File: src/rtl/nx_node_ram_arbiter_if.sv
// Bundle of decoder, core and RAM port-B signals around nx_node_ram_arbiter.
// master = requesters plus RAM (the surrounding node), slave = the arbiter.
interface nx_node_ram_arbiter_if #(
  parameter int ADDR_W = 10,
  parameter int DATA_W = 32
);
  logic [ADDR_W-1:0] dec_addr;
  logic [DATA_W-1:0] dec_wr_data;
  logic [DATA_W-1:0] dec_wr_strb;
  logic              dec_valid;
  logic              dec_ready;
  logic [ADDR_W-1:0] core_addr;
  logic [DATA_W-1:0] core_wr_data;
  logic [DATA_W-1:0] core_wr_strb;
  logic              core_rd_en;
  logic              core_grant;
  logic [DATA_W-1:0] core_rd_data;
  logic              core_rd_valid;
  logic [ADDR_W-1:0] ram_addr;
  logic [DATA_W-1:0] ram_wr_data;
  logic [DATA_W-1:0] ram_wr_strb;
  logic              ram_en;
  logic [DATA_W-1:0] ram_rd_data;
  logic              idle;

  modport master (
    output dec_addr, dec_wr_data, dec_wr_strb, dec_valid,
    input  dec_ready,
    output core_addr, core_wr_data, core_wr_strb, core_rd_en,
    input  core_grant, core_rd_data, core_rd_valid,
    input  ram_addr, ram_wr_data, ram_wr_strb, ram_en,
    output ram_rd_data,
    input  idle
  );

  modport slave (
    input  dec_addr, dec_wr_data, dec_wr_strb, dec_valid,
    output dec_ready,
    input  core_addr, core_wr_data, core_wr_strb, core_rd_en,
    output core_grant, core_rd_data, core_rd_valid,
    output ram_addr, ram_wr_data, ram_wr_strb, ram_en,
    input  ram_rd_data,
    output idle
  );
endinterface

File: src/rtl/nx_node_ram_arbiter.sv
// Shares data-RAM port B between the decoder (queued writes) and the core
// (priority reads/writes), with starvation bound and read-after-write hazard check.
module nx_node_ram_arbiter #(
  parameter int ADDR_W       = 10,
  parameter int DATA_W       = 32,
  parameter int WQ_DEPTH     = 4,
  parameter int STARVE_LIMIT = 8
) (
  input logic                 i_clk,
  input logic                 i_rst,
  nx_node_ram_arbiter_if.slave bus
);
  localparam int PTR_W = $clog2(WQ_DEPTH);
  localparam int CNT_W = PTR_W + 1;
  localparam int SC_W  = $clog2(STARVE_LIMIT + 1);

  typedef enum logic [1:0] {SEL_IDLE, SEL_CORE, SEL_DRAIN} sel_e;

  logic [ADDR_W-1:0] q_addr [WQ_DEPTH];
  logic [DATA_W-1:0] q_data [WQ_DEPTH];
  logic [DATA_W-1:0] q_strb [WQ_DEPTH];
  logic [PTR_W-1:0]  wr_ptr, rd_ptr, offs;
  logic [CNT_W-1:0]  count;
  logic [SC_W-1:0]   starve_cnt;
  logic              rd_pend, idle_q;
  logic              core_req, hazard, q_empty, q_full, forced, push, pop;
  sel_e              sel;

  assign q_empty  = (count == '0);
  assign q_full   = (count == CNT_W'(WQ_DEPTH));
  assign core_req = bus.core_rd_en | (|bus.core_wr_strb);
  assign forced   = (starve_cnt == SC_W'(STARVE_LIMIT)) & ~q_empty;

  // Slot i holds a live entry when its distance from the head is below count.
  always_comb begin
    hazard = 1'b0;
    offs   = '0;
    for (int unsigned i = 0; i < WQ_DEPTH; i++) begin
      offs = PTR_W'(i) - rd_ptr;
      if ((CNT_W'(offs) < count) && (q_addr[i] == bus.core_addr)) hazard = 1'b1;
    end
  end

  always_comb begin
    sel = SEL_IDLE;
    if (i_rst) begin
      if (core_req && !hazard && !forced) sel = SEL_CORE;
      else if (!q_empty)                  sel = SEL_DRAIN;
    end
  end

  assign pop           = (sel == SEL_DRAIN);
  assign bus.dec_ready = i_rst & ~q_full;
  assign push          = bus.dec_valid & bus.dec_ready & (|bus.dec_wr_strb);

  always_comb begin
    bus.ram_addr    = '0;
    bus.ram_wr_data = '0;
    bus.ram_wr_strb = '0;
    bus.ram_en      = 1'b0;
    bus.core_grant  = 1'b0;
    case (sel)
      SEL_CORE: begin
        bus.ram_addr    = bus.core_addr;
        bus.ram_wr_data = bus.core_wr_data;
        bus.ram_wr_strb = bus.core_wr_strb;
        bus.ram_en      = 1'b1;
        bus.core_grant  = 1'b1;
      end
      SEL_DRAIN: begin
        bus.ram_addr    = q_addr[rd_ptr];
        bus.ram_wr_data = q_data[rd_ptr];
        bus.ram_wr_strb = q_strb[rd_ptr];
        bus.ram_en      = 1'b1;
      end
      default: ;
    endcase
  end

  always_ff @(posedge i_clk) begin
    if (push) begin
      q_addr[wr_ptr] <= bus.dec_addr;
      q_data[wr_ptr] <= bus.dec_wr_data;
      q_strb[wr_ptr] <= bus.dec_wr_strb;
    end
  end

  always_ff @(posedge i_clk) begin
    if (!i_rst) begin
      wr_ptr     <= '0;
      rd_ptr     <= '0;
      count      <= '0;
      starve_cnt <= '0;
      rd_pend    <= 1'b0;
      idle_q     <= 1'b1;
    end else begin
      if (push) wr_ptr <= wr_ptr + 1'b1;
      if (pop)  rd_ptr <= rd_ptr + 1'b1;
      count <= count + CNT_W'(push) - CNT_W'(pop);
      if (pop || q_empty)
        starve_cnt <= '0;
      else if (sel == SEL_CORE && starve_cnt != SC_W'(STARVE_LIMIT))
        starve_cnt <= starve_cnt + 1'b1;
      rd_pend <= (sel == SEL_CORE) & ~(|bus.core_wr_strb);
      idle_q  <= q_empty & ~rd_pend & ~bus.dec_valid & ~core_req;
    end
  end

  // Registered status is masked while reset is held so outputs read as reset values.
  assign bus.core_rd_valid = rd_pend & i_rst;
  assign bus.core_rd_data  = bus.ram_rd_data;
  assign bus.idle          = idle_q | ~i_rst;
endmodule

File: src/flat_wrapper.sv
// flat-port wrapper written by rule: the top's interface ports become plain ports
module nx_node_ram_arbiter_flat 
#(
  parameter int ADDR_W       = 10,
  parameter int DATA_W       = 32,
  parameter int WQ_DEPTH     = 4,
  parameter int STARVE_LIMIT = 8
)
  (i_clk, i_rst, bus_dec_addr, bus_dec_wr_data, bus_dec_wr_strb, bus_dec_valid, bus_dec_ready, bus_core_addr, bus_core_wr_data, bus_core_wr_strb, bus_core_rd_en, bus_core_grant, bus_core_rd_data, bus_core_rd_valid, bus_ram_addr, bus_ram_wr_data, bus_ram_wr_strb, bus_ram_en, bus_ram_rd_data, bus_idle);
  nx_node_ram_arbiter_if #(.ADDR_W(ADDR_W), .DATA_W(DATA_W)) bus_i ();
  input logic i_clk;
  input logic i_rst;
  input wire logic [$bits(bus_i.dec_addr)-1:0] bus_dec_addr;
  input wire logic [$bits(bus_i.dec_wr_data)-1:0] bus_dec_wr_data;
  input wire logic [$bits(bus_i.dec_wr_strb)-1:0] bus_dec_wr_strb;
  input wire logic [$bits(bus_i.dec_valid)-1:0] bus_dec_valid;
  output wire logic [$bits(bus_i.dec_ready)-1:0] bus_dec_ready;
  input wire logic [$bits(bus_i.core_addr)-1:0] bus_core_addr;
  input wire logic [$bits(bus_i.core_wr_data)-1:0] bus_core_wr_data;
  input wire logic [$bits(bus_i.core_wr_strb)-1:0] bus_core_wr_strb;
  input wire logic [$bits(bus_i.core_rd_en)-1:0] bus_core_rd_en;
  output wire logic [$bits(bus_i.core_grant)-1:0] bus_core_grant;
  output wire logic [$bits(bus_i.core_rd_data)-1:0] bus_core_rd_data;
  output wire logic [$bits(bus_i.core_rd_valid)-1:0] bus_core_rd_valid;
  output wire logic [$bits(bus_i.ram_addr)-1:0] bus_ram_addr;
  output wire logic [$bits(bus_i.ram_wr_data)-1:0] bus_ram_wr_data;
  output wire logic [$bits(bus_i.ram_wr_strb)-1:0] bus_ram_wr_strb;
  output wire logic [$bits(bus_i.ram_en)-1:0] bus_ram_en;
  input wire logic [$bits(bus_i.ram_rd_data)-1:0] bus_ram_rd_data;
  output wire logic [$bits(bus_i.idle)-1:0] bus_idle;
  assign bus_i.dec_addr = bus_dec_addr;
  assign bus_i.dec_wr_data = bus_dec_wr_data;
  assign bus_i.dec_wr_strb = bus_dec_wr_strb;
  assign bus_i.dec_valid = bus_dec_valid;
  assign bus_dec_ready = bus_i.dec_ready;
  assign bus_i.core_addr = bus_core_addr;
  assign bus_i.core_wr_data = bus_core_wr_data;
  assign bus_i.core_wr_strb = bus_core_wr_strb;
  assign bus_i.core_rd_en = bus_core_rd_en;
  assign bus_core_grant = bus_i.core_grant;
  assign bus_core_rd_data = bus_i.core_rd_data;
  assign bus_core_rd_valid = bus_i.core_rd_valid;
  assign bus_ram_addr = bus_i.ram_addr;
  assign bus_ram_wr_data = bus_i.ram_wr_data;
  assign bus_ram_wr_strb = bus_i.ram_wr_strb;
  assign bus_ram_en = bus_i.ram_en;
  assign bus_i.ram_rd_data = bus_ram_rd_data;
  assign bus_idle = bus_i.idle;
  nx_node_ram_arbiter #(.ADDR_W(ADDR_W), .DATA_W(DATA_W), .WQ_DEPTH(WQ_DEPTH), .STARVE_LIMIT(STARVE_LIMIT)) u_core (.i_clk(i_clk), .i_rst(i_rst), .bus(bus_i));
endmodule
File: config.mk
export PLATFORM = sky130hd
export DESIGN_NAME = nx_node_ram_arbiter_flat
export DESIGN_NICKNAME = d
export VERILOG_FILES = /design/src/rtl/nx_node_ram_arbiter_if.sv /design/src/rtl/nx_node_ram_arbiter.sv /design/src/flat_wrapper.sv
export SDC_FILE = /design/constraint.sdc
export NUM_CORES = 1
export LEC_CHECK = 0
export ABC_AREA = 1
export ABC_CLOCK_PERIOD_IN_PS = 5450
export CAP_MARGIN = 20
export CORE_ASPECT_RATIO = 1.2
export CORE_MARGIN = 3
export CORE_UTILIZATION = 30
export CTS_CLUSTER_DIAMETER = 60
export CTS_CLUSTER_SIZE = 12
export DETAILED_ROUTE_END_ITERATION = 7
export GPL_ROUTABILITY_DRIVEN = 0
export HOLD_SLACK_MARGIN = 0.06
export SYNTH_ARGS = -nofsm -noshare
export SYNTH_HDL_FRONTEND = slang
export SYNTH_SLANG_ARGS = --single-unit
File: constraint.sdc
create_clock -name i_clk -period 5.45 [get_ports i_clk]
set_clock_uncertainty 0.2 [all_clocks]
set_input_delay 0.8175 -clock i_clk [delete_from_list [all_inputs] [get_ports i_clk]]
set_output_delay 0.8175 -clock i_clk [all_outputs]
set_load 0.01 [all_outputs]
# After elaboration in Yosys (flattened, before gate mapping)
# Memory sizes are Yosys's and may differ from the RTL's. A register that Yosys moved wholly into a read port is not among the register bits.
# Cells that the tools add are included.
[word_totals] input_bits=184 register_bits=13 ramBits=296 wordCells=84 mem_count=3
[op_classes] reduce_logical=15 n_mux=20 order_cmp=4 bitwise=18 eq_ne=9 addsub=9
[mem_list] memory="u_core.q_data" words=4 word_bits=32 rd=1 rd_clocked_by_memory_dff=1 wr=1 line_no="nx_node_ram_arbiter.sv:20" text="logic [DATA_W-1:0] q_data [WQ_DEPTH];"
[mem_list] memory="u_core.q_strb" words=4 word_bits=32 rd=1 rd_clocked_by_memory_dff=1 wr=1 line_no="nx_node_ram_arbiter.sv:21" text="logic [DATA_W-1:0] q_strb [WQ_DEPTH];"
[mem_list] memory="u_core.q_addr" words=4 word_bits=10 rd=5 rd_clocked_by_memory_dff=1 wr=1 line_no="nx_node_ram_arbiter.sv:19" text="logic [ADDR_W-1:0] q_addr [WQ_DEPTH];"
[op_table] op="$pmux 32 s2" n=2
[op_table] op="$reduce_or 32->1" n=2
[op_table] op="$eq 10x10->1" n=4
[op_table] op="$pmux 10 s2" n=1
[op_table] op="$mux 2" n=9
[op_table] op="$lt 2x3->1" n=4
[op_table] op="$and 1x1->1" n=9
[op_table] op="$mux 1" n=8
[op_table] op="$logic_and 1x1->1" n=7
[op_table] op="$not 1->1" n=7
[op_table] op="$add 2x1->2 const B" n=2
[op_table] op="$add 4x1->4 const B" n=1
[op_table] op="$eq 4x4->1 const B" n=1
[op_table] op="$ne 4x4->1 const B" n=1
[op_table] op="$reduce_or 2->1" n=2
[op_table] op="$sub 1x2->2 const A" n=2
[op_table] op="$sub 2x2->2 const A" n=2
[op_table] op="$add 3x1->3" n=1
[op_table] op="$eq 3x3->1 const B" n=1
[op_table] op="$logic_not 3->1" n=1
[op_table] op="$sub 3x1->3" n=1
[op_table] op="$eq 2x1->1 const B" n=1
[op_table] op="$eq 2x2->1 const B" n=1
[op_table] op="$logic_not 1->1" n=2
[op_table] op="other kinds (2)" n=3

# Logic depth before layout (Yosys ltp)
# Gate-level depths: netlist of run 1.
[logic_depth] word_depth=15 ltp_mapped=20

# Worst setup path after synthesis of run 1
# No wires, ideal clock.
[synth_path] path_kind="input to register" start="input i_rst" end="memory u_core.q_addr[0][0], enable pin" cell_stages=6 t_arrival_ps=4540 n_path_buf=1 path_slack_ps=203 required_ps=4744 setup_time_ps=506 cell_sequence="buf_4 -> inv_4 -> a31oi_4 -> and2_2 -> o21ai_4 -> nor2_1"
[synth_via] elab_chain_len=5
[synth_lines] item="start: declaration" line_no="flat_wrapper.sv:12" text="input logic i_rst;"
[synth_lines] item="$and 1x1->1" line_no="nx_node_ram_arbiter.sv:53" text="assign bus.dec_ready = i_rst & ~q_full;"
[synth_lines] item="via bus_dec_ready" line_no="flat_wrapper.sv:17" text="output wire logic [$bits(bus_i.dec_ready)-1:0] bus_dec_ready;"
[synth_lines] item="$and 1x1->1 (2 in series)" line_no="nx_node_ram_arbiter.sv:54" text="assign push = bus.dec_valid & bus.dec_ready & (|bus.dec_wr_strb);"
[synth_lines] item="$mux 1" line_no="nx_node_ram_arbiter.sv:81" text="if (push) begin"
[synth_lines] item="$mux 1 (implied by the code)" line_no="nx_node_ram_arbiter.sv:82" text="q_addr[wr_ptr] <= bus.dec_addr;"
[synth_lines] item="end: declaration" line_no="nx_node_ram_arbiter.sv:19"
# The timed path passes the listed nets, and every way through them passes these cells.

# Final worst setup path of run 1
[layout_path] start="input bus_core_wr_strb[14]" end="output bus_ram_wr_strb[22]"
[layout_via] elab_chain_len=8
[layout_lines] item="start: declaration" line_no="flat_wrapper.sv:20" text="input wire logic [$bits(bus_i.core_wr_strb)-1:0] bus_core_wr_strb;"
[layout_lines] item="$reduce_or 32->1 *" line_no="nx_node_ram_arbiter.sv:31" text="assign core_req = bus.core_rd_en | (|bus.core_wr_strb);"
[layout_lines] item="$or 1x1->1 *" line_no="nx_node_ram_arbiter.sv:31"
[layout_lines] item="$logic_and 1x1->1 * (2 in series)" line_no="nx_node_ram_arbiter.sv:47" text="if (core_req && !hazard && !forced) sel = SEL_CORE;"
[layout_lines] item="$mux 2 *" line_no="nx_node_ram_arbiter.sv:47"
[layout_lines] item="$mux 2 *" line_no="nx_node_ram_arbiter.sv:46" text="if (i_rst) begin"
[layout_lines] item="$eq 2x2->1 / $eq 2x1->1 (equally long branches)" line_no="nx_node_ram_arbiter.sv:62" text="case (sel)"
[layout_lines] item="$pmux 32 s2 *" line_no="nx_node_ram_arbiter.sv:62"
[layout_lines] item="end: declaration" line_no="flat_wrapper.sv:27" text="output wire logic [$bits(bus_i.ram_wr_strb)-1:0] bus_ram_wr_strb;"
# Mark *: on every way between the ends. The rest lies on a longest branch, timed or not.

==> results of run 1 <==
==> worst paths after layout <==
path	end	startpoint	slack [ns]	depth (start not counted)
worst min-delay path	u_core.starve_cnt[3]	u_core.starve_cnt[3]	0.29	2
worst max-delay path	bus_ram_wr_strb[22]	bus_core_wr_strb[14]	0.33	15
worst min register to register	u_core.starve_cnt[3]	u_core.starve_cnt[3]	0.29	2
worst max register to register	u_core.count[2]	u_core.rd_ptr[0]	1.75	20
==> registers in the layout, summed over array words and instances (netlist names), named ones only <==
| register | flops |
|---|---|
| u_core.starve_cnt | 4 |
| u_core.rd_pend | 1 |
| u_core.wr_ptr | 2 |
| u_core.rd_ptr | 2 |
| u_core.idle_q | 1 |
| u_core.q_addr | 40 |
| u_core.count | 3 |
| u_core.q_data | 128 |
| u_core.q_strb | 128 |
==> power by group <==
group | leakage, nW | internal [mW] | total [mW] | switching, mW
logic | 3.14 | 0.211 | 0.439 | 0.228
registers | 2.81 | 2.68 | 2.70 | 0.0191
clock network | 0.481 | 1.19 | 2.09 | 0.898
==> stage by stage <==
stage / util (%) / power [mW] / setup slack [ns] / std cells / hold slack [ns]
after floorplan: - / 2.946 / 0.2035 / 1403 / 0.2504
after global placement: 36.40 / 3.190 / 0.1546 / 2186 / 0.2672
after detailed placement: 36.40 / 3.195 / 0.1340 / 2186 / 0.2754
after CTS: 38.49 / 5.295 / 0.1085 / 2234 / 0.2879
after global routing: 38.50 / 5.422 / 0.01306 / 2234 / 0.3349
final: 38.50 / 5.228 / 0.3289 / 2235 / 0.2879
==> routing by layer <==
metal,vias up,global-route usage [%]
met2,300,27.84
li1,5164,-
met5,-,0
met1,5146,19.95
met3,98,3.217
met4,4,5.892
==> Yosys cell counts, drive strengths merged, types with 4 or more instances <==
cell | count | area share (%)
nand2 | 316 | 8.3
ha | 14 | 1.2
o21ai | 156 | 5.5
edfxtp | 296 | 62
or2 | 4 | 0.19
inv | 87 | 2.3
a21oi | 100 | 3.8
o22ai | 64 | 2.8
nor2 | 218 | 5.8
dfxtp | 15 | 2.1
buf | 79 | 4.1
clkbuf | 27 | 0.75
nand3 | 14 | 0.49
==> cells by family (layout without fill, tap and decap cells) <==
| kind of cell | Yosys count | after routing | share of synthesized area [%] |
|---|---|---|---|
| XOR/XNOR | 4 | 4 | 0.2441 |
| adder cells (fa/ha/maj) | 15 | 15 | 1.359 |
| buffers and inverters | 194 | 402 | 7.163 |
| AO/OA/AOI/OAI | 322 | 322 | 12.28 |
| other | 0 | 1 | 0 |
| AND/OR/NAND/NOR | 557 | 557 | 14.95 |
| flip-flops | 311 | 311 | 64.00 |
==> area by class of cell <==
type | count | area, sq um
Antenna cell | 1 | 2.502
Clock buffer | 41 | 912.1
Clock inverter | 7 | 75.07
Fill cell | 4601 | 28990
Inverter | 88 | 336.6
Multi-Input combinational cell | 898 | 4195
Sequential cell | 311 | 9196
Tap cell | 623 | 779.5
Timing Repair Buffer | 266 | 2651
==> critical path, delay by kind of cell <==
family | cells | cell delay [ns]
and+or+nand+nor | 10 | 1.36
buffers and inverters | 3 | 1.31
adders and majority gates | 1 | 0.34
AOI/OAI and AO/OA | 1 | 0.24
==> timing repair <==
item / 4_1_cts / 5_1_grt
resized for setup: 0 / 1
setup endpoints to repair: 0 / 1
endpoints found under the hold margin: 0 / 0
==> key figures, run 1 <==
Routing
  • Initial DRC count: 621
  • Drt first pass iters: 5
  • Met2 wire length: 20.42 mm
  • WL met1: 17.12 mm
  • Metal3 WL: 2.549 mm
  • # DRC: 0
  • DRT antenna net count: 0
  • Vias: 10710
  • Via density: 4.793
  • Drt wl/cell: 18.59 um
  • Wirelength, routed: 41.56 mm
  • DR top layer: met5

Worst setup path
  • CP required: 4.43 ns
  • Crit-path max FO: 22
  • Most used cell, CP: nor2_1
  • CP arrival: 4.10 ns
  • CP endpoint kind: output pin
  • CP peak stage delay: 0.60 ns
  • Cells along the critical path: clkdlybuf4s50_1 -> nor2_1 -> nand2_1 -> nor2_1 -> nand2_1 -> nor2_1 -> nand2_1 -> nand3_1 -> nor2_1 -> nor2_1 -> ha_4 -> buf_6 -> nand2_1 -> a21oi_1 -> clkdlybuf4s50_1
  • Crit Path Class: in2out
  • Startpoint Class: input pin
  • Slowest-stage cell, CP: clkdlybuf4s50_1

STA
  • Unrepaired setup endpoints after global routing: no
  • Final hold violation count: 0
  • Setup TNS: 0 ns
  • Final setup violation count: 0
  • Final cycle utilization of the critical path: 93.97%
  • Final max-slew violation count: 0
  • Max_slew headroom: 29.57%
  • Maximum clock frequency: 195.3 MHz
  • Worst-Margin Slew: 1.056 ns
  • Crit path time final: 5.121 ns

Die
  • Chip height: 245.6 um
  • Std-Cell Rows: 87
  • Number of I/O pins: 295
  • Die width: 205.7 um
  • Die area: 50530 sq um
  • Initial core utilization: 30.46%
  • Area of the core: 47130 sq um

Clock network
  • Sink Count: 311
  • Clk Latency, worst-skew pair: 0.53 ns
  • Root Buffer: clkbuf_16
  • Clock tree buffer depth: 3
  • Clock slew at the register clock pins of the worst setup and hold paths: 0.06 ns
  • Hold_buf cts: 0
  • CTS tree: built
  • Post-CTS setup buffer count: 0
  • H-tree depth: 2
  • Total CTS buffers: 34

Logic synthesis
  • Register area share after synthesis: 64.00%
  • Yosys reg bits: 311
  • Post-Synthesis Cells: 1403
  • Avg Inst Size Synth: 10.23 sq um
  • Mapped Nets: 1602
  • Post-synth EDFFs: 296
  • Synth async-reset ratio: 0%
  • Mapped cell area: 14360 sq um
  • Synthesis warning total: 0
  • Prevailing post-synth register cell: edfxtp_1
  • Synth unique cells: 36

Flow run
  • Max cap viols: 0

Global routing
  • Largest net degree at the start of global routing: 99
  • Antenna violations before repair: 3
  • Global-route wire length before repair: 62.36 mm
  • GR Overflow Total: 0
  • GR Util All Layers: 16.13%
  • Vias in the first global route: 10680

Layout
  • Most frequent cells in the layout: nand2_1 (316), edfxtp_1 (296), clkdlybuf4s50_1 (230), nor2_1 (213), o21ai_0 (124)
  • Most common cell after layout, fill and taps aside: nand2_1
  • P&R area growth vs syn: 26.41%
  • Final-stage net count: 1798
  • Finished Cell Area: 18150 sq um
  • Share of cells above drive strength 1: 7.014%

Power and ir drop
  • Total power divided by cell area: 288.1 nW/um^2
  • Static Leak: 6.434 nW
  • VDD IR max: 0.0001541 V

Placement
  • Port bufs: 230
  • Cell Area, Placed: 17160 sq um
  • Post-DP HPWL: 27.83 mm

Status
  • Status: finished, final reports clean

Worst hold path
  • Min-Delay Path Class: reg2reg
Note: power is estimated with default switching activity, not from simulation.
==> run 2, diff against run 1 <==
CORE_UTILIZATION = 35   (was 30)
==> run 2 against run 1 <==
- power is 3.4% lower
- sequential share of layout area rose by 0.77 points
- final cell count is 4.2% lower
- critical path depth did not move
- die area down 14%
- first-iteration DRC count is 6.8% lower
- clock power is 8% lower
- combinational power down 3%
- sequential cell count stayed put
- sequential power hardly changed
- worst setup slack lost 0.12 ns
- fmax shrank 2.3%
- largest cell class unchanged
- highest routed layer unchanged
==> key figures, run 2 (same netlist as run 1, synthesis figures left out) <==
Clock network
  • Post-CTS setup buffer count: 0
  • H-tree depth: 1
  • Clk Latency, worst-skew pair: 0.57 ns
  • Sink Count: 311
  • Total CTS buffers: 31
  • CTS tree: built
  • Hold_buf cts: 0
  • Resized Gates After CTS: 0
  • Root Buffer: clkbuf_16
  • Clock tree buffer depth: 3
  • Clock slew at the register clock pins of the worst setup and hold paths: 0.06 ns

Layout
  • Most frequent cells in the layout: nand2_1 (316), edfxtp_1 (296), clkdlybuf4s50_1 (230), nor2_1 (213), o21ai_0 (124)
  • P&R area growth vs syn: 24.51%
  • Multi-input gate area: 4195 sq um
  • FILL cells: 3735
  • Share of cells above drive strength 1: 5.663%
  • Final-stage net count: 1781
  • Finished Cell Area: 17880 sq um
  • FF/Latch Area: 9196 sq um
  • Most common cell after layout, fill and taps aside: nand2_1
  • Final core utilization: 44.54%
  • Largest regs: u_core.q_data: 128 flops, u_core.q_strb: 128 flops, u_core.q_addr: 40 flops

Routing
  • Vias: 10580
  • # DRC: 0
  • DRT antenna net count: 0
  • Drt wl/cell: 19.00 um
  • Via density: 4.939
  • Initial DRC count: 579
  • Drt first pass iters: 5
  • Wirelength, routed: 40.70 mm

Placement
  • Pre-CTS WS: 0.1787 ns
  • Cell Area, Placed: 16980 sq um
  • Post-DP HPWL: 26.05 mm
  • Port bufs: 230

Status
  • Status: finished, final reports clean

Power and ir drop
  • Static Leak: 6.323 nW
  • Total power divided by cell area: 282.6 nW/um^2
  • VDD IR max: 0.0002684 V
  • Sw Share: 21.75%
  • Logic pwr share: 8.4%
  • Switching power: 1.099 mW
  • Clk network pwr share: 38.1%
  • Flop pwr share: 53.5%
  • Total power: 5.052 mW
  • Int Pwr: 3.953 mW

Global routing
  • GR Util All Layers: 18.26%
  • Antenna violations before repair: 3
  • Vias in the first global route: 10480
  • GR Overflow Total: 0
  • Largest net degree at the start of global routing: 151
  • Global-route wire length before repair: 61.67 mm

STA
  • Crit path time final: 5.241 ns
  • Final setup violation count: 0
  • Max_slew headroom: 34.84%
  • Final worst slack: 0.2088 ns
  • Final max-slew violation count: 0
  • Maximum clock frequency: 190.8 MHz
  • Final cycle utilization of the critical path: 96.17%
  • Setup TNS: 0 ns
  • Unrepaired setup endpoints after global routing: no
  • Worst-Margin Slew: 0.9774 ns
  • Final hold violation count: 0

Die
  • Initial core utilization: 35.77%
  • Number of I/O pins: 295
  • Die area: 43500 sq um
  • Die width: 190.9 um
  • Std-Cell Rows: 80
  • Area of the core: 40140 sq um
  • Chip height: 227.9 um

Worst hold path
  • Hold Path Cell Cnt: 2
  • Min-Delay Path Class: reg2reg

Worst setup path
  • CP required: 4.43 ns
  • CP arrival: 4.22 ns
  • Crit-path max FO: 27
  • Startpoint Class: input pin
  • Crit Path Class: in2out
  • CP endpoint kind: output pin
  • Worst reg2reg path depth: 21

Flow run
  • Max cap viols: 0
## run 2: metrics by stage
stage	hold slack (ns)	std cells
4_1_cts	0.2888	2140
3_3_place_gp	0.2651	2082
6_report	0.2867	2142
3_5_place_dp	0.2777	2082
5_1_grt	0.3211	2142
2_1_floorplan	0.2504	1403
## run 2: final timing paths
| kind | startpoint | end | slack, ns |
|---|---|---|---|
| hold / removal | u_core.starve_cnt[3] | u_core.starve_cnt[3] | 0.29 |
| setup reg to reg | u_core.rd_ptr[0] | u_core.count[2] | 1.52 |
| hold reg to reg | u_core.starve_cnt[3] | u_core.starve_cnt[3] | 0.29 |
| setup / recovery | bus_core_wr_strb[14] | bus_ram_wr_strb[22] | 0.21 |
## run 2: worst max-delay path, cell delays in order
cell             delay (ns)
clkdlybuf4s50_1        0.45
nor2_1                 0.18
nand2_1                0.14
nor2_1                 0.20
nand2_1                0.13
nor2_1                 0.18
nand2_1                0.14
nand3_1                0.13
nor2_1                 0.06
nor2_1                 0.20
ha_4                   0.36
buf_12                 0.23
nand2_1                0.13
a21oi_1                0.26
clkdlybuf4s50_1        0.59
## run 2: power by group through the flow
| stage | Clock (mW) | Combinational (mW) | Sequential (mW) |
|---|---|---|---|
| after floorplan | 0 | 0.192 | 2.75 |
| after detailed placement | 0 | 0.432 | 2.75 |
| after global placement | 0 | 0.428 | 2.75 |
| after global routing | 2.06 | 0.469 | 2.70 |
| after CTS | 1.97 | 0.434 | 2.70 |
| final | 1.92 | 0.426 | 2.70 |
## run 2: layout make-up
type,count,share of cell area [%]
Clock inverter,5,0.2170
Inverter,88,1.883
Antenna cell,2,0.02800
Sequential cell,311,51.44
Clock buffer,53,4.801
Tap cell,533,3.730
Multi-Input combinational cell,898,23.47
Timing Repair Buffer,252,14.43
## run 2: per-layer routing
metal / share of wire, % / GRT usage (%) / up-vias
met2: 49 / 31.18 / 295
met1: 40 / 22.95 / 5057
met4: 3.2 / 6.446 / 2
met3: 7.1 / 3.762 / 81
li1: - / - / 5144
met5: 0.032 / 0 / -
